**config.mk**
```make
export PLATFORM = sky130hd
export DESIGN_NAME = bram_readout
export DESIGN_NICKNAME = d
export VERILOG_FILES = /design/src/rtl/bram_readout.sv
export SDC_FILE = /design/constraint.sdc
export NUM_CORES = 1
export LEC_CHECK = 0
export ABC_CLOCK_PERIOD_IN_PS = 3200
export CAP_MARGIN = 15
export CORE_MARGIN = 1.5
export CORE_UTILIZATION = 45
export DETAILED_ROUTE_END_ITERATION = 16
export PLACE_DENSITY_LB_ADDON = 0.25
export SLEW_MARGIN = 20
export SYNTH_ARGS = -nofsm -noshare
export SYNTH_HDL_FRONTEND = slang
export SYNTH_SLANG_ARGS = --single-unit
```
**constraint.sdc**
```tcl
create_clock -name clk -period 3.2 [get_ports clk]
set_clock_uncertainty 0.1 [all_clocks]
set_input_delay 0.48 -clock clk [delete_from_list [all_inputs] [get_ports clk]]
set_output_delay 0.48 -clock clk [all_outputs]
set_load 0.01 [all_outputs]
```
**src/rtl/bram_readout.sv**
```systemverilog
// Streams BRAM addresses 0..count_max out over AXI-Stream, with credit-based issue into a small skid FIFO.
// Optional BRAM_READOUT_CLEAR_EN: write zero to each address as it is read.
module bram_readout #(
  parameter int BRAM_WIDTH   = 13,
  parameter int DATA_WIDTH   = 32,
  parameter int READ_LATENCY = 2
) (
  input  logic                  clk,
  input  logic                  resetn,
  input  logic                  start,
  input  logic [BRAM_WIDTH-1:0] count_max,
  output logic [BRAM_WIDTH-1:0] bram_addr,
  output logic                  bram_en,
  output logic                  bram_we,
  output logic [DATA_WIDTH-1:0] bram_wdata,
  input  logic [DATA_WIDTH-1:0] bram_rdata,
  output logic [DATA_WIDTH-1:0] m_axis_tdata,
  output logic                  m_axis_tvalid,
  input  logic                  m_axis_tready,
  output logic                  m_axis_tlast,
  output logic                  busy,
  output logic                  done
);

  localparam int DEPTH = READ_LATENCY + 2;
  localparam int PTR_W = $clog2(DEPTH);
  localparam int CNT_W = $clog2(DEPTH + 1);

  typedef enum logic [1:0] {IDLE, ISSUE, DRAIN} state_t;

  state_t                  state, state_next;
  logic [BRAM_WIDTH-1:0]   addr, count_last;
  logic [READ_LATENCY-1:0] pipe_vld, pipe_last;
  logic [DATA_WIDTH-1:0]   data_q [DEPTH];
  logic                    last_q [DEPTH];
  logic [PTR_W-1:0]        wr_ptr, rd_ptr;
  logic [CNT_W-1:0]        fifo_count, in_flight;
  logic [CNT_W:0]          occupancy;
  logic                    credit, fifo_wr, fifo_rd, issue_last;

  function automatic logic [PTR_W-1:0] bump(input logic [PTR_W-1:0] p);
    return (p == PTR_W'(DEPTH - 1)) ? '0 : p + 1'b1;
  endfunction

  // Every issued read already owns a FIFO slot, so tready stalls can never overflow the FIFO.
  always_comb begin
    in_flight = '0;
    for (int unsigned i = 0; i < READ_LATENCY; i++)
      in_flight = in_flight + CNT_W'(pipe_vld[i]);
    occupancy = {1'b0, fifo_count} + {1'b0, in_flight};
    credit    = occupancy < (CNT_W + 1)'(DEPTH);
  end

  always_ff @(posedge clk or negedge resetn) begin
    if (!resetn) state <= IDLE;
    else         state <= state_next;
  end

  always_comb begin
    state_next = state;
    unique case (state)
      IDLE:    if (start)                     state_next = ISSUE;
      ISSUE:   if (bram_en && issue_last)     state_next = DRAIN;
      DRAIN:   if (fifo_rd && m_axis_tlast)   state_next = IDLE;
      default:                                state_next = IDLE;
    endcase
  end

  always_comb begin
    bram_en = (state == ISSUE) && credit;
    busy    = (state != IDLE);
  end

  assign issue_last = (addr == count_last);
  assign bram_addr  = addr;
  assign bram_wdata = '0;
`ifdef BRAM_READOUT_CLEAR_EN
  assign bram_we = bram_en;
`else
  assign bram_we = 1'b0;
`endif

  always_ff @(posedge clk or negedge resetn) begin
    if (!resetn) begin
      addr       <= '0;
      count_last <= '0;
      done       <= 1'b0;
      pipe_vld   <= '0;
      pipe_last  <= '0;
    end else begin
      if (state == IDLE && start) begin
        count_last <= count_max;
        addr       <= '0;
      end else if (bram_en && !issue_last) begin
        addr <= addr + 1'b1;
      end
      done         <= (state == DRAIN) && fifo_rd && m_axis_tlast;
      pipe_vld[0]  <= bram_en;
      pipe_last[0] <= bram_en && issue_last;
      for (int unsigned i = 1; i < READ_LATENCY; i++) begin
        pipe_vld[i]  <= pipe_vld[i-1];
        pipe_last[i] <= pipe_last[i-1];
      end
    end
  end

  assign fifo_wr = pipe_vld[READ_LATENCY-1];
  assign fifo_rd = m_axis_tvalid && m_axis_tready;

  always_ff @(posedge clk) begin
    if (fifo_wr) begin
      data_q[wr_ptr] <= bram_rdata;
      last_q[wr_ptr] <= pipe_last[READ_LATENCY-1];
    end
  end

  always_ff @(posedge clk or negedge resetn) begin
    if (!resetn) begin
      wr_ptr     <= '0;
      rd_ptr     <= '0;
      fifo_count <= '0;
    end else begin
      if (fifo_wr) wr_ptr <= bump(wr_ptr);
      if (fifo_rd) rd_ptr <= bump(rd_ptr);
      if (fifo_wr && !fifo_rd)      fifo_count <= fifo_count + 1'b1;
      else if (!fifo_wr && fifo_rd) fifo_count <= fifo_count - 1'b1;
    end
  end

  assign m_axis_tvalid = (fifo_count != '0);
  assign m_axis_tdata  = m_axis_tvalid ? data_q[rd_ptr] : '0;
  assign m_axis_tlast  = m_axis_tvalid && last_q[rd_ptr];

endmodule

```
==> results of run 1 <==
## through the flow
stage	std cells	hold WS, ps	power, mW
finish	782	80.12	8.168
global route	781	147.3	8.620
CTS	781	110.1	8.279
detailed placement	749	254.9	6.287
global placement	749	250.8	6.216
floorplan	483	84.41	4.946
## cell type report
type	instances	area, sq um	share of cell area
Tap cell	216	270.3	0.03047
Inverter	7	26.28	0.002962
Sequential cell	172	4967	0.5599
Timing Repair Buffer	103	1026	0.1157
Antenna cell	1	2.502	0.0002821
Clock buffer	22	444.2	0.05007
Clock inverter	10	122.6	0.01382
Multi-Input combinational cell	251	2012	0.2268
## how the worst min path moves through the flow
stage / endpoint / slack (ps) / depth (start not counted)
3_3_place_gp: pipe_last[1]$_DFF_PN0_ / 250 / 0
4_1_cts: count_last[5]$_DFFE_PN0P_ / 110 / 1
6_report: count_last[6]$_DFFE_PN0P_ / 80 / 1
3_5_place_dp: pipe_last[1]$_DFF_PN0_ / 250 / 0
2_1_floorplan: bram_addr[0]$_DFFE_PN0P_ / 80 / 0
5_1_grt: bram_addr[5]$_DFFE_PN0P_ / 150 / 1
## repair_timing
action	in CTS	in global routing
buffers inserted	0	0
setup endpoints to repair	0	18
resized for setup	0	2
## Yosys cell counts, types with 7 or more instances
library cell and count:
inv_1 7, ha_1 8, o21ai_0 7, or3_1 8
dfrtp_1 40, clkbuf_1 13, xnor2_1 14, mux4_2 33
edfxtp_1 132, nand2_1 54, nand3_1 8, and2_1 35
buf_4 33
## registers in the layout, indices dropped and copies added (netlist names)
name        flops
state           2
wr_ptr          2
data_q        128
fifo_count      3
pipe_last       2
rd_ptr          2
pipe_vld        2
count_last     13
bram_addr      13
last_q          4
done            1
## kinds of logic after synthesis
group	after synthesis
other	1
multiplexers	38
adder cells (fa/ha/maj)	9
buffers and inverters	60
AND/OR/NAND/NOR	130
flip-flops	172
AO/OA/AOI/OAI	25
XOR/XNOR	16
## routing by layer
layer	GRT usage	vias to the layer above	part of all wire
met1	0.2153	1942	0.43
met2	0.2776	103	0.51
li1	-	1805	-
met5	0	-	0
met3	0.04046	17	0.044
met4	0.06928	0	0.017
## where the power goes
group / switching [mW] / internal, mW / leakage [nW]
registers: 0.299 / 2.98 / 1.70
logic: 1.30 / 1.61 / 1.22
clock network: 0.777 / 1.21 / 0.272
total: 2.37 / 5.79 / 3.19
==> summary.md, run 1 <==
| Metric | Value |
|---|---|
| Status | finished clean |
| Placed wire-length estimate | 8372 um |
| Vias/cell | 4.945 |
| H-tree depth | 4 |
| CP endpoint kind | primary output |
| Core Rows | between 40 and 50 |
| Worst Path Required | 2620 ps |
| Commonest non-fill, non-tap cell in the layout | edfxtp_1 |
| Setup TNS | 0 ps |
| Worst path slowest cell | clkdlybuf4s50_1 |
| First-pass GRT wire length | 20600 um |
| Rel. slew slack | 0.3642 |
| Number of hold buffers added after CTS | 0 |
| Total vias in the final route | 3867 |
| Inserted Clock Buffers | 17 |
| Drt wl/cell | 16.82 um |
| Cell count along the critical path | 5 |
| Maximum vdd ir drop | 0.0005184 V |
| Io pins | 132 |
| Compound-Gate Fraction of Synth Area | 0.02218 |
| Clock sink total | approximately 170 |
| Worst slew pin tran | 953.8 ps |
| Cell depth of the worst flop-to-flop path | 8 |
| Top_reg_cell synth | edfxtp_1 |
| Fillcell total | 1306 |
| Final WL | 13150 um |
| Post-Synth XOR/XNOR Area | 0.01941 |
| 1st-iter DRT viols | 320 |
| Die height | 129.7 um |
| Simple-Gate Fraction of Synth Area | 0.09289 |
| Full die area | 16810 sq um |
| DRC Markers | 0 |
| Fmax | 0.3301 GHz |
| Core Area | 15770 sq um |
| Clock Latency Late Sink | 420 ps |
| Reg2reg end | fifo_count[2]$_DFFE_PN0P_ |
| Power per Cell Area | 920.8 nW/um^2 |
| Mux share of post-synthesis cell area | 0.1102 |
| Pin count of the biggest net entering global routing | around 40 |
| Router iterations before antenna repair | 4 |
| Initial antenna violation count | 0 |
| R2R setup slack | 630 ps |
| Yosys top cell area share | 0.5490 |
| Post-Synth Adder-Cell Area | 0.01664 |
| CP startpoint | fifo_count[0]$_DFFE_PN0P_ |
| Port bufs | just under 100 |
| CTS tree | yes |
| Gpl congestion | 0.7833 |
| Post-Place Setup Slack | slightly above 500 ps |
| Crit path max-delay family | buffers and inverters |
| Crit Path Class | reg -> out |
| Root Driver | clkbuf_16 |
| Initial Utilization | 0.4578 |
| Post-layout nets | 610 |
| Area growth syn-to-layout | 22.88% |
| Period utilisation layout | 0.9468 |
| Top cells by area, synth | edfxtp_1 (55%), dfrtp_1 (14%), mux4_2 (10%) |
| RSZ-0062 raised after global routing | false |
| Pins over their slew limit | 0 |
| Hold Vio Cnt, Final | 0 |
| Cell Area, Placed | 8300 sq um |
| Commonest cells after routing, fill and taps aside | edfxtp_1 (132), clkdlybuf4s50_1 (97), nand2_1 (54), dfrtp_1 (38), and2_1 (35) |
| Setup violations, final | 0 |
| Clock Tree Buf Depth | 2 |
| Syn_area_per_cell | 16.01 sq um |
| Area leader, netlist | edfxtp_1 |
| Leakage | between 3 and 4 nW |
| Setup WS post-layout | 170.3 ps |
| Critical path data arrival time | between 2000 and 2500 ps |
| Horiz. Die Dim | 129.7 um |
| Sequential fraction of the synthesis area | 0.6877 |
| Critical Path Source Type | register |
| Yosys reg bits | 172 |
| Worst r2r src | fifo_count[0]$_DFFE_PN0P_ |
| Synth unique cells | 36 |
| Setup crit end | bram_en |
| Min cycle time layout | 3030 ps |
| Main combinational cell family by area after synthesis | multiplexers |
| CP max FO | 13 |
| Max incr delay on CP | ~550 ps |
| Share of cells above drive strength 1 | 0.1310 |
| Total Routing Usage GR | 0.1683 |
| Worst-path cell chain | ha_1 -> a21o_1 -> a211o_1 -> inv_2 -> clkdlybuf4s50_1 |
| Synth Instances | 451 |
| Vias in the first global route | a little under 4000 |
| Synthesized area | 7219 sq um |
| GRT overflow | 0 |
| MaxCap Viol Count | 0 |
| Hold WC Path Type | in -> async |
| Synthesis Warnings | 0 |
| Final Instance Area | slightly below 9000 sq um |
| Async SR Flop Fraction | 0.2326 |
| Worst path bufs/invs | 2 |
| Worst-path clk slew | 60 ps |
| Number of synthesized flops with an enable pin | 132 |
| Final design utilization | 0.5625 |
| Antenna viol nets, final | 0 |
(Power assumes the default switching activity.)
==> run 2: changes to the inputs <==
--- a/config.mk
+++ b/config.mk
@@ -5,10 +5,12 @@
 export SDC_FILE = /design/constraint.sdc
 export NUM_CORES = 1
 export LEC_CHECK = 0
-export ABC_CLOCK_PERIOD_IN_PS = 3200
+export ABC_AREA = 0
+export ABC_CLOCK_PERIOD_IN_PS = 2800
 export CAP_MARGIN = 15
 export CORE_MARGIN = 1.5
 export CORE_UTILIZATION = 45
+export CTS_CLUSTER_DIAMETER = 120
 export DETAILED_ROUTE_END_ITERATION = 16
 export PLACE_DENSITY_LB_ADDON = 0.25
 export SLEW_MARGIN = 20
==> constraint.sdc (replaced) <==
create_clock -name clk -period 2.8 [get_ports clk]
set_clock_uncertainty 0.1 [all_clocks]
set_input_delay 0.42 -clock clk [delete_from_list [all_inputs] [get_ports clk]]
set_output_delay 0.42 -clock clk [all_outputs]
set_load 0.01 [all_outputs]
==> summary.md, run 2 (same netlist as run 1, synthesis figures left out) <==
| Metric | Value |
|---|---|
| MaxCap Viol Count | 0 (unchanged) |
| Period utilisation layout | 0.9797 |
| Final WL | 13710 um (+4.2%) |
| Hold Vio Cnt, Final | 0 (unchanged) |
| Setup violations, final | 0 (unchanged) |
| Crit Path Class | reg -> out |
| Die height | 129.7 um (unchanged) |
| 1st-iter DRT viols | 293 (-8.4%) |
| Cell depth of the worst flop-to-flop path | 6 (-2) |
| Min cycle time layout | between 2000 and 3000 ps |
| Initial Utilization | 0.4578 (unchanged) |
| Clock sink total | 172 (unchanged) |
| DRC Markers | 0 (unchanged) |
| Fmax | 0.3645 GHz |
| DR top layer | met4 |
| Reg with most FFs | data_q |
| First-pass GRT wire length | 21170 um (+2.7%) |
| Reg2reg end | bram_addr[11]$_DFFE_PN0P_ |
| Worst slew pin tran | 906.9 ps (-46.89 ps) |
| Area growth syn-to-layout | 24.66% |
| Critical path data arrival time | 2220 ps (-230 ps) |
| Worst Path Required | 2280 ps (-340 ps) |
| Post-layout nets | 621 (+1.8%) |
| Antenna viol nets, final | 0 (unchanged) |
| GRT overflow | 0 (unchanged) |
| Rel. slew slack | 0.3954 (+0.03126) |
| Fin Hold WS | 24.60 ps (-55.52 ps) |
| H-tree depth | 4 (unchanged) |
| CP endpoint kind | primary output |
| Io pins | 132 (unchanged) |
| Core Area | 15770 sq um (unchanged) |
| Maximum vdd ir drop | 0.0005823 V (+12%) |
| Critical Path Source Type | register |
| Number of hold buffers added after CTS | 0 (unchanged) |
| Setup WS post-layout | 56.77 ps (-113.6 ps) |
| Clock Latency Late Sink | 430 ps (about the same) |
| Worst r2r src | pipe_vld[0]$_DFF_PN0_ |
| Final Instance Area | 9000 sq um (+1.5%) |
| Worst-path clk slew | 60 ps (about the same) |
| Full die area | 16810 sq um (unchanged) |
| Initial antenna violation count | 0 (unchanged) |
| Non-Filler Instances | 792 (+1.3%) |
| Leakage | 3.286 nW (+2.9%) |
| Ant diodes | 0 (-1) |
| Horiz. Die Dim | 129.7 um (unchanged) |
| Root Driver | clkbuf_16 |
| Vias in the first global route | 3917 (+0.85%) |
| Post-Place Setup Slack | 288.0 ps (-222.6 ps) |
| Inserted Clock Buffers | 17 (unchanged) |
| CTS tree | yes |
| Vias/cell | 5.011 (+1.3%) |
| Clock Tree Buf Depth | 2 (unchanged) |
| Port bufs | 98 (unchanged) |
| CP startpoint | rd_ptr[1]$_DFFE_PN0P_ |
| Status | finished clean |
| Router iterations before antenna repair | 6 (+2) |
| M1 WL | 5929 um (+5.5%) |
| Power per Cell Area | 1046 nW/um^2 (+14%) |
| Total vias in the final route | 3969 (+2.6%) |
| Core Rows | 46 (unchanged) |
| Setup TNS | 0 ps (unchanged) |
| Max reg flops | 128 (unchanged) |
| Drt wl/cell | 17.31 um (+2.9%) |
| Placed wire-length estimate | 8677 um (+3.6%) |
| Metal3 WL | 543 um (-6.7%) |
| Share of cells above drive strength 1 | 0.1545 (+0.02354) |
| Pins over their slew limit | 0 (unchanged) |
| RSZ-0062 raised after global routing | true |
| Commonest cells after routing, fill and taps aside | edfxtp_1 (132), clkdlybuf4s50_1 (94), nand2_1 (54), dfrtp_1 (38), and2_1 (35) |
| CP max FO | 14 (+1) |
| R2R setup slack | 390 ps (-240 ps) |
| Pin count of the biggest net entering global routing | 41 (unchanged) |
| Hold WC Path Type | in -> async |
| Gpl congestion | 0.7718 (-1.5%) |
| Cells after DPL | 758 (+1.2%) |
| Metal2 WL | 6988 um (+3.9%) |
| Cell Area, Placed | 8406 sq um (+1.3%) |
| Commonest non-fill, non-tap cell in the layout | edfxtp_1 |
| Total Routing Usage GR | 0.1724 (+0.004102) |
[run 2: metrics by stage]
step / utilization / power, mW
after global placement: 0.5330 / 7.225
after floorplan: - / 5.653
after global routing: 0.5707 / 9.907
after detailed placement: 0.5330 / 7.320
after CTS: 0.5681 / 9.464
final: 0.5707 / 9.413
[run 2: timing repair]
item                                    in CTS  in global routing
buffers inserted                             1                  1
gates resized for setup                      4                  9
endpoints found under the setup margin      13                 27
[run 2: critical path, cell delays in order, from the launching register on]
cell,delay [ps]
dfrtp_2,640
buf_12,200
mux4_2,310
and2_1,180
clkdlybuf4s50_1,470
[run 2: layout make-up]
class,instances,area (sq um)
flip-flops and latches,172,4967
repair buffers,114,1177
inverters,7,26.28
clock buffers,24,491.7
well taps,216,270.3
fillers,1291,6770
clock inverters,8,42.54
multi-input cells,251,2024
[run 2: where the power goes]
group	internal [mW]	switching, mW
combinational	2.01	1.55
clock	1.21	0.899
sequential	3.39	0.353
total	6.62	2.80
[run 2: worst max-delay path by stage]
stage / to / cells after the start
global route: m_axis_tdata[29] / 4
global placement: bram_en / 5
floorplan: m_axis_tdata[10] / 4
detailed placement: bram_addr[11]$_DFFE_PN0P_ / 6
CTS: m_axis_tdata[23] / 4
finish: m_axis_tdata[19] / 4
[run 2: layer usage]
layer | GRT usage | up-vias
met1 | 0.2245 | 2030
li1 | - | 1823
met2 | 0.2817 | 97
met3 | 0.03592 | 19
met5 | 0 | -
met4 | 0.07647 | 0
